<file path="src/rtl/stream_mux_pkg.sv">
// Shared constants and helpers for the registered N-to-1 stream multiplexer.
// Mode encodings and a clog2 that never returns zero.
package stream_mux_pkg;

    localparam logic MUX_MODE_SELECT = 1'b0;
    localparam logic MUX_MODE_RR     = 1'b1;

    // Width of an index able to address n entries; at least one bit.
    function automatic int clog2_safe(input int n);
        int r;
        r = 0;
        for (int v = n - 1; v > 0; v = v >> 1) begin
            r++;
        end
        return (r < 1) ? 1 : r;
    endfunction

endpackage

</file>
<file path="src/rtl/rr_arbiter.sv">
// Combinational round-robin arbiter: the first requester after ptr wins,
// searching upwards and wrapping. Double-width rotate, then priority encode.
module rr_arbiter
    import stream_mux_pkg::*;
#(
    parameter int CHANNELS = 8,
    parameter int SEL_W    = clog2_safe(CHANNELS)
) (
    input  logic [CHANNELS-1:0] req,
    input  logic [SEL_W-1:0]    ptr,
    output logic                gnt_valid,
    output logic [SEL_W-1:0]    gnt_idx
);

    logic [SEL_W:0]            start;
    logic [SEL_W:0]            off;
    logic [SEL_W:0]            sum;
    logic [2*CHANNELS-1:0]     rot_full;
    logic [CHANNELS-1:0]       req_rot;
    logic                      found;

    always_comb begin
        start = '0;
        if (ptr < SEL_W'(CHANNELS - 1)) begin
            start = {1'b0, ptr} + (SEL_W + 1)'(1);
        end
        rot_full = {req, req} >> start;
        req_rot  = rot_full[CHANNELS-1:0];

        found = 1'b0;
        off   = '0;
        for (int i = 0; i < CHANNELS; i++) begin
            if (!found && req_rot[i]) begin
                found = 1'b1;
                off   = (SEL_W + 1)'(i);
            end
        end

        // Undo the rotation: offset from start, folded back into range.
        sum = start + off;
        if (sum >= (SEL_W + 1)'(CHANNELS)) begin
            sum = sum - (SEL_W + 1)'(CHANNELS);
        end

        gnt_valid = |req;
        gnt_idx   = sum[SEL_W-1:0];
    end

endmodule

</file>
<file path="src/rtl/stream_mux_rr.sv">
// N-to-1 registered stream mux with explicit-select or round-robin arbitration.
// One output register: 1-cycle latency, full throughput under continuous ready.
module stream_mux_rr
    import stream_mux_pkg::*;
#(
    parameter int WIDTH    = 32,
    parameter int CHANNELS = 8,
    parameter int SEL_W    = clog2_safe(CHANNELS)
) (
    input  logic                        clk,
    input  logic                        reset,
    input  logic                        mode,
    input  logic [SEL_W-1:0]            select,
    input  logic [CHANNELS*WIDTH-1:0]   in_data,
    input  logic [CHANNELS-1:0]         in_valid,
    output logic [CHANNELS-1:0]         in_ready,
    output logic [WIDTH-1:0]            out_data,
    output logic                        out_valid,
    input  logic                        out_ready,
    output logic [SEL_W-1:0]            out_channel
);

    logic [WIDTH-1:0] ch_data [CHANNELS];

    logic               out_valid_q, out_valid_d;
    logic [WIDTH-1:0]   out_data_q, out_data_d;
    logic [SEL_W-1:0]   out_channel_q, out_channel_d;
    logic [SEL_W-1:0]   rr_ptr_q, rr_ptr_d;

    logic               rr_valid;
    logic [SEL_W-1:0]   rr_idx;
    logic               sel_valid;
    logic               gnt_valid;
    logic [SEL_W-1:0]   gnt_idx;
    logic               load_en;
    logic               xfer;

    genvar gi;
    generate
        for (gi = 0; gi < CHANNELS; gi++) begin : g_chan
            assign ch_data[gi]  = in_data[gi*WIDTH +: WIDTH];
            assign in_ready[gi] = xfer && (gnt_idx == SEL_W'(gi));
        end
    endgenerate

    rr_arbiter #(
        .CHANNELS (CHANNELS),
        .SEL_W    (SEL_W)
    ) u_arb (
        .req       (in_valid),
        .ptr       (rr_ptr_q),
        .gnt_valid (rr_valid),
        .gnt_idx   (rr_idx)
    );

    always_comb begin
        load_en   = !out_valid_q || out_ready;
        sel_valid = 1'b0;
        if (select <= SEL_W'(CHANNELS - 1)) begin
            sel_valid = in_valid[select];
        end

        if (mode == MUX_MODE_RR) begin
            gnt_valid = rr_valid;
            gnt_idx   = rr_idx;
        end else begin
            gnt_valid = sel_valid;
            gnt_idx   = select;
        end

        // Reset gating keeps producers from seeing an accept that the flops ignore.
        xfer = load_en && gnt_valid && !reset;

        out_valid_d   = out_valid_q;
        out_data_d    = out_data_q;
        out_channel_d = out_channel_q;
        rr_ptr_d      = rr_ptr_q;

        if (xfer) begin
            out_valid_d   = 1'b1;
            out_data_d    = ch_data[gnt_idx];
            out_channel_d = gnt_idx;
            if (mode == MUX_MODE_RR) begin
                rr_ptr_d = gnt_idx;
            end
        end else if (load_en) begin
            out_valid_d = 1'b0;
        end
    end

    always_ff @(posedge clk or posedge reset) begin
        if (reset) begin
            out_valid_q   <= 1'b0;
            out_data_q    <= '0;
            out_channel_q <= '0;
            rr_ptr_q      <= SEL_W'(CHANNELS - 1);
        end else begin
            out_valid_q   <= out_valid_d;
            out_data_q    <= out_data_d;
            out_channel_q <= out_channel_d;
            rr_ptr_q      <= rr_ptr_d;
        end
    end

    assign out_valid   = out_valid_q;
    assign out_data    = out_data_q;
    assign out_channel = out_channel_q;

endmodule

</file>
<file path="config.mk">
export PLATFORM = sky130hd
export DESIGN_NAME = stream_mux_rr
export DESIGN_NICKNAME = d
export VERILOG_FILES = /design/src/rtl/stream_mux_pkg.sv /design/src/rtl/rr_arbiter.sv /design/src/rtl/stream_mux_rr.sv
export SDC_FILE = /design/constraint.sdc
export NUM_CORES = 1
export LEC_CHECK = 0
export BUFFER_PORTS_ARGS = -buffer_cell sky130_fd_sc_hd__buf_2
export CORE_MARGIN = 1
export CORE_UTILIZATION = 35
export CTS_BUF_LIST = sky130_fd_sc_hd__clkbuf_16
export DETAILED_ROUTE_END_ITERATION = 7
export PLACE_DENSITY = 0.7
export SYNTH_ARGS = -nofsm -noshare
export SYNTH_HDL_FRONTEND = slang
export SYNTH_HIERARCHICAL = 1
export SYNTH_SLANG_ARGS = --single-unit
</file>
<file path="constraint.sdc">
create_clock -name clk -period 5.7 [get_ports clk]
set_clock_uncertainty 0.1 [all_clocks]
set_input_delay 1.14 -clock clk [delete_from_list [all_inputs] [get_ports clk]]
set_output_delay 1.14 -clock clk [all_outputs]
set_load 0.02 [all_outputs]
</file>
Word level (Yosys, flattened, before mapping)
Index checks and enable logic that the tools add are counted.
{"block": "word_totals", "ff_bits": 39, "in_bits": 271}
{"block": "op_classes", "addsub": 3, "magnitude_cmp": 5, "eq_ne": 7, "shifts": 1, "mux": 26, "bitwise_logic": 1, "n_reduce_logical": 31}
{"cell": "32-bit binary-select mux with 3-bit select", "n": 1}
{"cell": "32-bit 2-to-1 mux", "n": 2}
{"cell": "3-bit 2-to-1 mux", "n": 6}
{"cell": "1-bit logical AND", "n": 17}
{"cell": "16-bit by 4-bit right shift with 8-bit output", "n": 1}
{"cell": "1-bit 2-to-1 mux", "n": 13}
{"cell": "3-bit == test (second input constant)", "n": 4}
{"cell": "1-bit logical NOT", "n": 9}
{"cell": "4-bit >= comparator (second input constant)", "n": 2}
{"cell": "8-bit OR reduction", "n": 1}
{"cell": "3-bit by 2-bit == test with 1-bit output (second input constant)", "n": 2}
{"cell": "3-bit by 1-bit adder with 4-bit output (second input constant)", "n": 1}
{"cell": "4-bit by 3-bit adder with 4-bit output", "n": 1}
{"cell": "3-bit by 4-bit < comparator with 1-bit output (second input constant)", "n": 1}
{"cell": "2-bit 2-to-1 mux", "n": 2}
{"cell": "4-bit 2-to-1 mux", "n": 1}
{"cell": "3-bit inverter with 4-bit output", "n": 1}
{"cell": "1-bit binary-select mux with 3-bit select", "n": 1}
{"cell": "3-bit by 1-bit == test with 1-bit output (second input constant)", "n": 1}
{"cell": "3-bit less-or-equal comparator (second input constant)", "n": 1}
{"cell": "3-bit logical NOT", "n": 1}
{"cell": "3-bit < comparator (second input constant)", "n": 1}
{"cell": "3-bit by 1-bit subtractor with 3-bit output (second input constant)", "n": 1}
{"cell": "2-bit AND reduction", "n": 1}
{"cell": "other kinds (2)", "n": 2}

Longest topological paths before layout
Gate-level depths: netlist of the first run.
{"block": "depth", "word_depth": 33, "ltp_mapped": 21, "depth_no_buf": 19}

Hierarchy
Netlist of the first run, hierarchy kept.
{"module": "stream_mux_rr", "instances": 1, "cells_per_inst": 596, "area_per_inst_um2": 4630.7, "seq_area_each_um2": 979.7}
{"module": "rr_arbiter", "instances": 1, "cells_per_inst": 76, "area_per_inst_um2": 570.5, "seq_area_each_um2": 0.0}

Worst setup path before layout of the first run
Ideal clock, no wire load.
{"block": "synth_path", "path_kind": "input -> output", "start": "input port in_valid[0]", "end": "output port in_ready[0]", "t_arrival_ns": 4.086, "required_ns": 4.460, "setup_slack_ns": 0.374, "cell_stages": 14, "path_buffers": 0, "cell_sequence": "mux2i_1 > nand2_1 > a211oi_1 > a21oi_1 > o41ai_1 > ha_1 > inv_1 > fa_1 > xnor2_1 > a2111o_1 > and3_1 > o21ai_0 > nand2_1 > nor2_1"}
{"block": "synth_via", "elab_chain_len": 29}
{"item": "from (decl)", "line_no": "stream_mux_rr.sv:15", "text": "input logic [CHANNELS-1:0] in_valid,"}
{"item": "16-bit by 4-bit right shift with 8-bit output *", "line_no": "rr_arbiter.sv:27", "text": "rot_full = {req, req} >> start;"}
{"item": "1-bit 2-to-1 mux", "line_no": "rr_arbiter.sv:33", "text": "if (!found && req_rot[i]) begin"}
{"item": "1-bit logical NOT", "line_no": "rr_arbiter.sv:33"}
{"item": "1-bit logical AND", "line_no": "rr_arbiter.sv:33"}
{"item": "1-bit 2-to-1 mux", "line_no": "rr_arbiter.sv:33"}
{"item": "1-bit logical NOT", "line_no": "rr_arbiter.sv:33"}
{"item": "1-bit logical AND", "line_no": "rr_arbiter.sv:33"}
{"item": "1-bit 2-to-1 mux", "line_no": "rr_arbiter.sv:33"}
{"item": "(+14 left out)"}
{"item": "3-bit 2-to-1 mux *", "line_no": "rr_arbiter.sv:33"}
{"item": "4-bit by 3-bit adder with 4-bit output *", "line_no": "rr_arbiter.sv:40", "text": "sum = start + off;"}
{"item": "4-bit >= comparator / 3-bit by 1-bit subtractor with 3-bit output (equally long branches)", "line_no": "rr_arbiter.sv:41, rr_arbiter.sv:42"}
{"item": "3-bit 2-to-1 mux *", "line_no": "rr_arbiter.sv:41", "text": "if (sum >= (SEL_W + 1)'(CHANNELS)) begin"}
{"item": "net rr_idx[2]", "line_no": "stream_mux_rr.sv:31", "text": "logic [SEL_W-1:0] rr_idx;"}
{"item": "3-bit 2-to-1 mux *", "line_no": "stream_mux_rr.sv:63", "text": "if (mode == MUX_MODE_RR) begin"}
{"item": "3-bit logical NOT *", "line_no": "stream_mux_rr.sv:42", "text": "assign in_ready[gi] = xfer && (gnt_idx == SEL_W'(gi));"}
{"item": "1-bit logical AND *", "line_no": "stream_mux_rr.sv:42"}
{"item": "to (decl)", "line_no": "stream_mux_rr.sv:16", "text": "output logic [CHANNELS-1:0] in_ready,"}
Mark *: on every way through the listed nets, which the timed path passes. The rest lies on a longest branch. The select of a mux whose other input is x is not followed.

Worst setup path in the final report of the first run
{"block": "layout_path", "start": "input port in_valid[5]", "end": "output port in_ready[3]"}
{"block": "layout_via", "elab_chain_len": 29}
{"item": "16-bit by 4-bit right shift with 8-bit output *", "line_no": "rr_arbiter.sv:27"}
{"item": "1-bit 2-to-1 mux", "line_no": "rr_arbiter.sv:33"}
{"item": "1-bit logical NOT", "line_no": "rr_arbiter.sv:33"}
{"item": "1-bit logical AND", "line_no": "rr_arbiter.sv:33"}
{"item": "1-bit 2-to-1 mux", "line_no": "rr_arbiter.sv:33"}
{"item": "1-bit logical NOT", "line_no": "rr_arbiter.sv:33"}
{"item": "1-bit logical AND", "line_no": "rr_arbiter.sv:33"}
{"item": "1-bit 2-to-1 mux", "line_no": "rr_arbiter.sv:33"}
{"item": "(+14 left out)"}
{"item": "3-bit 2-to-1 mux *", "line_no": "rr_arbiter.sv:33"}
{"item": "4-bit by 3-bit adder with 4-bit output *", "line_no": "rr_arbiter.sv:40"}
{"item": "4-bit >= comparator / 3-bit by 1-bit subtractor with 3-bit output (equally long branches)", "line_no": "rr_arbiter.sv:41, rr_arbiter.sv:42"}
{"item": "3-bit 2-to-1 mux *", "line_no": "rr_arbiter.sv:41"}
{"item": "net rr_idx[2]", "line_no": "stream_mux_rr.sv:31"}
{"item": "3-bit 2-to-1 mux *", "line_no": "stream_mux_rr.sv:63"}
{"item": "3-bit by 2-bit == test with 1-bit output *", "line_no": "stream_mux_rr.sv:42"}
{"item": "1-bit logical AND *", "line_no": "stream_mux_rr.sv:42"}
Marked as above.

==> results of run 1 <==
[sequential cells by signal, indices dropped and copies added (netlist names)]
signal       flops
out_channel      3
out_valid        1
out_data        32
rr_ptr_q         3
[kinds of logic (layout without fill, tap and decap cells)]
kind of cell,count (synthesis),count (layout)
XOR/XNOR,1,1
AND/OR/NAND/NOR,198,198
other,0,1
AO/OA/AOI/OAI,270,270
buffers and inverters,76,369
adder cells (fa/ha/maj),3,3
multiplexers,85,85
flip-flops,39,39
[timing repair]
action                     in CTS  in global routing
setup endpoints to repair       8                  8
buffers inserted                0                  7
resized for setup               4                 27
pin swaps                       0                  7
[final timing paths]
kind	from	to	slack, ns
min	out_channel[2]	out_channel[2]	0.37
min reg2reg	out_channel[2]	out_channel[2]	0.37
min in group asynchronous	reset	out_valid	0.91
max reg2reg	rr_ptr_q[1]	out_data[19]	0.45
max in group asynchronous	reset	out_data[25]	4.20
max	in_valid[5]	in_ready[3]	0.16
[layout make-up]
type	instances	area (µm²)	share of cell area
sequential	39	979.7	0.1349
antenna	1	2.502	0.0003446
clock buffer	5	125.1	0.01723
timing repair buffer	351	1882	0.2591
multi-input combinational	557	3990	0.5494
clock inverter	3	15.01	0.002068
inverter	10	37.54	0.005169
tap	184	230.2	0.03170
[critical path, cell delays in order]
cell and delay [ns]:
buf_2 0.11, mux2_4 0.18, inv_2 0.04, mux4_2 0.47
a21boi_2 0.18, o41ai_2 0.30, ha_2 0.22, inv_1 0.06
fa_2 0.41, buf_4 0.15, o31ai_1 0.25, nand3_1 0.10
and3_4 0.20, o22ai_1 0.12, nand2_1 0.09, nor2_1 0.10
buf_2 0.17
[per-stage QoR]
stage                     instance area [µm²]  total power (µW)  hold slack (ns)
after floorplan                          5201              3568           0.4814
after global placement                   6939              4893           0.3547
after detailed placement                 6939              4961           0.3607
after CTS                                7099              5283           0.3746
after global routing                     7259              5978           0.3925
final                                    7262              5543           0.3715
[cells in the final DEF (no fill, tap or decap), types with 2 or more instances in the layout]
cell type	n
and3_4	2
buf_6	2
nor2b_4	2
a2bb2oi_1	14
a21oi_1	74
nor3_1	3
mux2_2	14
nor2_4	2
nand2_2	2
nand2_1	56
o21ai_1	4
mux4_2	3
a221o_1	48
a221oi_1	4
nand3_1	4
dfstp_2	3
nor2_1	108
inv_1	8
nand2b_1	3
o21ai_0	11
o31ai_1	26
nand2b_2	2
a22o_1	8
buf_2	309
or2_1	2
mux2_1	4
buf_4	39
clkinv_2	3
dfrtp_1	36
a211oi_1	48
inv_2	2
a222oi_1	12
mux2i_1	59
o221ai_1	2
nor2b_1	2
clkbuf_16	5
nor4_1	3
mux2i_4	3
[power breakdown]
part / internal [µW] / leakage, µW / total [µW] / switching (µW)
Combinational: 1890 / 0.00298 / 4770 / 2880
Clock: 160 / 0.0000734 / 279 / 119
Sequential: 420 / 0.000475 / 490 / 70.0
Total: 2470 / 0.00353 / 5540 / 3070
[per-layer routing]
metal,share of wire,wire length [µm],vias to the layer above,global-route usage
li1,-,-,3178,-
met1,0.41,9617,3219,0.3823
met2,0.48,11040,409,0.4705
met3,0.086,1995,49,0.05495
met4,0.025,580,0,0.1012
met5,0,0,-,0
==> results.cfg, run 1 <==
[status]
status = complete, no violations

[clocking]
clock_latency_ns = 0.28
cts_tree = done
numCtsBuffers = 5
cts_buffer_depth = 2
root_buffer = clkbuf_16
cts_max_level = 2
cts_sinks = 39
cts_hold_buf = 0
clk_pin_slew_worst_paths_ns = 0.06

[logic_synthesis]
synth_ff_type = dfrtp_1
synth-xor-area-share = 0.001684
synth_area_leaders = dfrtp_1, mux2i_1, a221o_1
ys_ff_latch = 39
yosysSeqAreaShare = 0.1884
avgSynthCellArea_um2 = 7.740
yosysTopAreaCell = dfrtp_1
synth_fp_nets = 946
synth_fa_ha_area_frac = 0.008660
synth_compound_area_frac = 0.3897
yosys_warnings = 6
synth_top_family_by_area = compound AO/OA/AOI/OAI gates
synthMostInstantiatedCell = nor2_1
synth_cell_types = 62
synth_cells = 672
synth_top_area_share = 0.1732
muxShareOfSynthArea = 0.1761
synth_area_um2 = 5201
synth-edff-count = 0
ys_top_cells_by_count = nor2_1, a21oi_1, mux2i_1, nand2_1, a211oi_1
synthSimpleGateAreaFrac = 0.1597
synthArstFlopShare = 1.000

[route]
avgViaCountPerCell = 5.961
drtIter0Drc = 682
first_pass_iters = 5
vias = 6855
drc = 0
ant_nets = 0
wirelength_mm = 23.23
wire_per_inst_um = 20.20

[layout]
n_fill_cell = 1476
layout.nets = 1238
final_util = 0.4997
drive_gt1_frac = 0.4301
final_cell_count_no_fill = 1150
area_delta_synth_final_pct = 39.62

[critical_path]
path_class = in2out
worst-path-max-fanout = 4
cp-start-kind = primary input
worstPathArrival_ns = 4.30
cp.required_ns = 4.46
rr_worst_depth = 21
cp-end-kind = output port

[run]
max_cap_violations = 0

[worst_hold_path]
hold_class = reg2reg
min_path_cells = 2

[timing]
post-route-min-period_ns = 5.542
fin_crit_sh = 0.9723
maxSlewHeadroom = 0.2720
max_freq_mhz = 180.4
drv_slew = 0
fin_ws_ns = 0.1576
tns_ns = 0
worst_pin_slew_ns = 1.090
final-setup-viol-count = 0
finalHoldViolCount = 0

[place]
dp.cells = 1134
dp_slack_ns = -0.05787
place.port_buffers = 314
globalplace.congestion = 0.8893
hpwl_mm = 16.94

[global_route]
antenna_found_initial = 0
grt_pass1_vias = 6285
grt.overflow.total = 0
track_usage = 0.2897
grt_first_pass_wirelength_mm = 33.69
grt_max_degree = 55

[pwr]
p_leak_uw = 0.003531
powerDensity_nw_per_um2 = 763.3
ir_worst_vdd_uv = 451.5

[die]
die_area_um2 = 15350
pin_count = 315
die_w_um = 123.9
die_h_um = 123.9
initial_utilization = 0.3579
core_um2 = 14530
row_count = 44
Power figures use the tool's default switching activity.
==> inputs of run 2 (changes only) <==
==> constraint.sdc (replaced) <==
create_clock -name clk -period 5.7 [get_ports clk]
set_clock_uncertainty 0.1 [all_clocks]
set_input_delay 0.57 -clock clk [delete_from_list [all_inputs] [get_ports clk]]
set_output_delay 0.57 -clock clk [all_outputs]
set_load 0.02 [all_outputs]
==> results.cfg, run 2 (synthesis gave the netlist of run 1 again) <==
[status]
status = complete, no violations

[die]
die_area_um2 = 15350
row_count = 44
die_h_um = 123.9
die_w_um = 123.9
core_um2 = 14530
initial_utilization = 0.3579
pin_count = 315

[clocking]
cts_sinks = 39
numCtsBuffers = 5
clock_latency_ns = 0.28
root_buffer = clkbuf_16
clk_pin_slew_worst_paths_ns = 0.06
cts_max_level = 2
cts_buffer_depth = 2
cts_tree = done
cts_hold_buf = 0

[critical_path]
worst-path-max-fanout = 12
cp_cell_sequence = ha_4 > mux2i_1 > nand2_1 > a21oi_1 > a21oi_1 > o41ai_1 > ha_1 > inv_1 > fa_1 > xnor2_1 > a2111o_1 > and3_1 > o21ai_0 > nand2_1 > nor2_1 > buf_2
worst_path_max_delay_cell = dfstp_2
cp-end-kind = output port
worstPathArrival_ns = 4.61
cp-start-kind = register
path_class = reg2out
critPathMaxStageDelay_ns = 0.69
cp.required_ns = 5.03

[layout]
final_common_cell = buf_2
layout.nets = 1220
area_delta_synth_final_pct = 35.79
layout_common_cells = buf_2, nor2_1, a21oi_1
largest_reg_flops = 32
drive_gt1_frac = 0.4065
n_fill_cell = 1510

[global_route]
grt_pass1_vias = 6252
track_usage = 0.2962
grt_max_degree = 41
grt_first_pass_wirelength_mm = 34.15
antenna_found_initial = 1
grt.overflow.total = 0

[timing]
worst_pin_slew_ns = 1.052
fin_crit_sh = 0.9267
final-setup-viol-count = 0
fin_ws_ns = 0.4176
finalHoldViolCount = 0
holdWs_ns = 0.3726
tns_ns = 0
post-route-min-period_ns = 5.282
drv_slew = 0
maxSlewHeadroom = 0.2978
max_freq_mhz = 189.3
rsz0062_at_grt = no

[route]
wire_per_inst_um = 20.66
avgViaCountPerCell = 5.944
drtIter0Drc = 554
ant_nets = 0
first_pass_iters = 6
drc = 0
wirelength_mm = 23.41
vias = 6734

[run]
max_cap_violations = 0

[pwr]
p_leak_uw = 0.003444
powerDensity_nw_per_um2 = 745.6
ir_worst_vdd_uv = 486.7

[worst_hold_path]
hold_class = reg2reg

[place]
hpwl_mm = 17.11
place.port_buffers = 314
globalplace.congestion = 0.9012
dp_slack_ns = 0.2824
run 2: final cells by class:
| class | instances | area (µm²) | share of cell area |
|---|---|---|---|
| clock inverters | 3 | 43.79 | 0.006200 |
| inverters | 10 | 37.54 | 0.005314 |
| diodes | 2 | 5.005 | 0.0007086 |
| flip-flops and latches | 39 | 979.7 | 0.1387 |
| repair buffers | 333 | 1729 | 0.2448 |
| multi-input cells | 557 | 3913 | 0.5539 |
| clock buffers | 5 | 125.1 | 0.01771 |
| well taps | 184 | 230.2 | 0.03260 |
run 2: stage by stage:
step / util / power [µW] / area [µm²] / instances
final: 0.4860 / 5266 / 7063 / 1133
after CTS: 0.4834 / 5179 / 7025 / 1131
after detailed placement: 0.4718 / 4829 / 6857 / 1123
after global routing: 0.4858 / 5683 / 7061 / 1132
after global placement: 0.4718 / 4790 / 6857 / 1123
after floorplan: - / 3568 / 5201 / 672
run 2: routing by layer:
layer,GRT usage,share of wire,vias up
met3,0.06364,0.087,62
met2,0.4868,0.47,408
met4,0.1138,0.036,0
met5,0,0,-
met1,0.3777,0.41,3121
li1,-,-,3143
run 2: path summary, 6_finish.rpt:
check | cells past startpoint | endpoint | slack, ns | start
max in group asynchronous | 2 | out_data[24] | 4.47 | reset
min in group asynchronous | 2 | out_data[27] | 0.43 | reset
worst min-delay path | 2 | out_data[3] | 0.37 | out_data[3]
worst min register to register | 2 | out_data[3] | 0.37 | out_data[3]
worst max register to register | 18 | out_data[18] | 0.46 | rr_ptr_q[0]
worst max-delay path | 16 | in_ready[0] | 0.42 | rr_ptr_q[0]
run 2: power by group:
part           switching, µW  internal [µW]
sequential              88.5            421
combinational           2740           1680
clock                    128            207
total                   2960           2310
run 2: what timing repair did:
action | in CTS | in global routing
setup buffers | 0 | 0
setup endpoints to repair | 0 | 34
resized for setup | 0 | 6
run 2: worst max-delay path, delay by kind of cell (launching register included):
| kind | cells | cell delay (ns) |
|---|---|---|
| AO/OA/AOI/OAI | 5 | 1.27 |
| adder cells (fa/ha/maj) | 3 | 0.91 |
| flip-flops | 1 | 0.69 |
| AND/OR/NAND/NOR | 4 | 0.57 |
| multiplexers | 1 | 0.49 |
| buffers and inverters | 2 | 0.22 |
| XOR/XNOR | 1 | 0.17 |
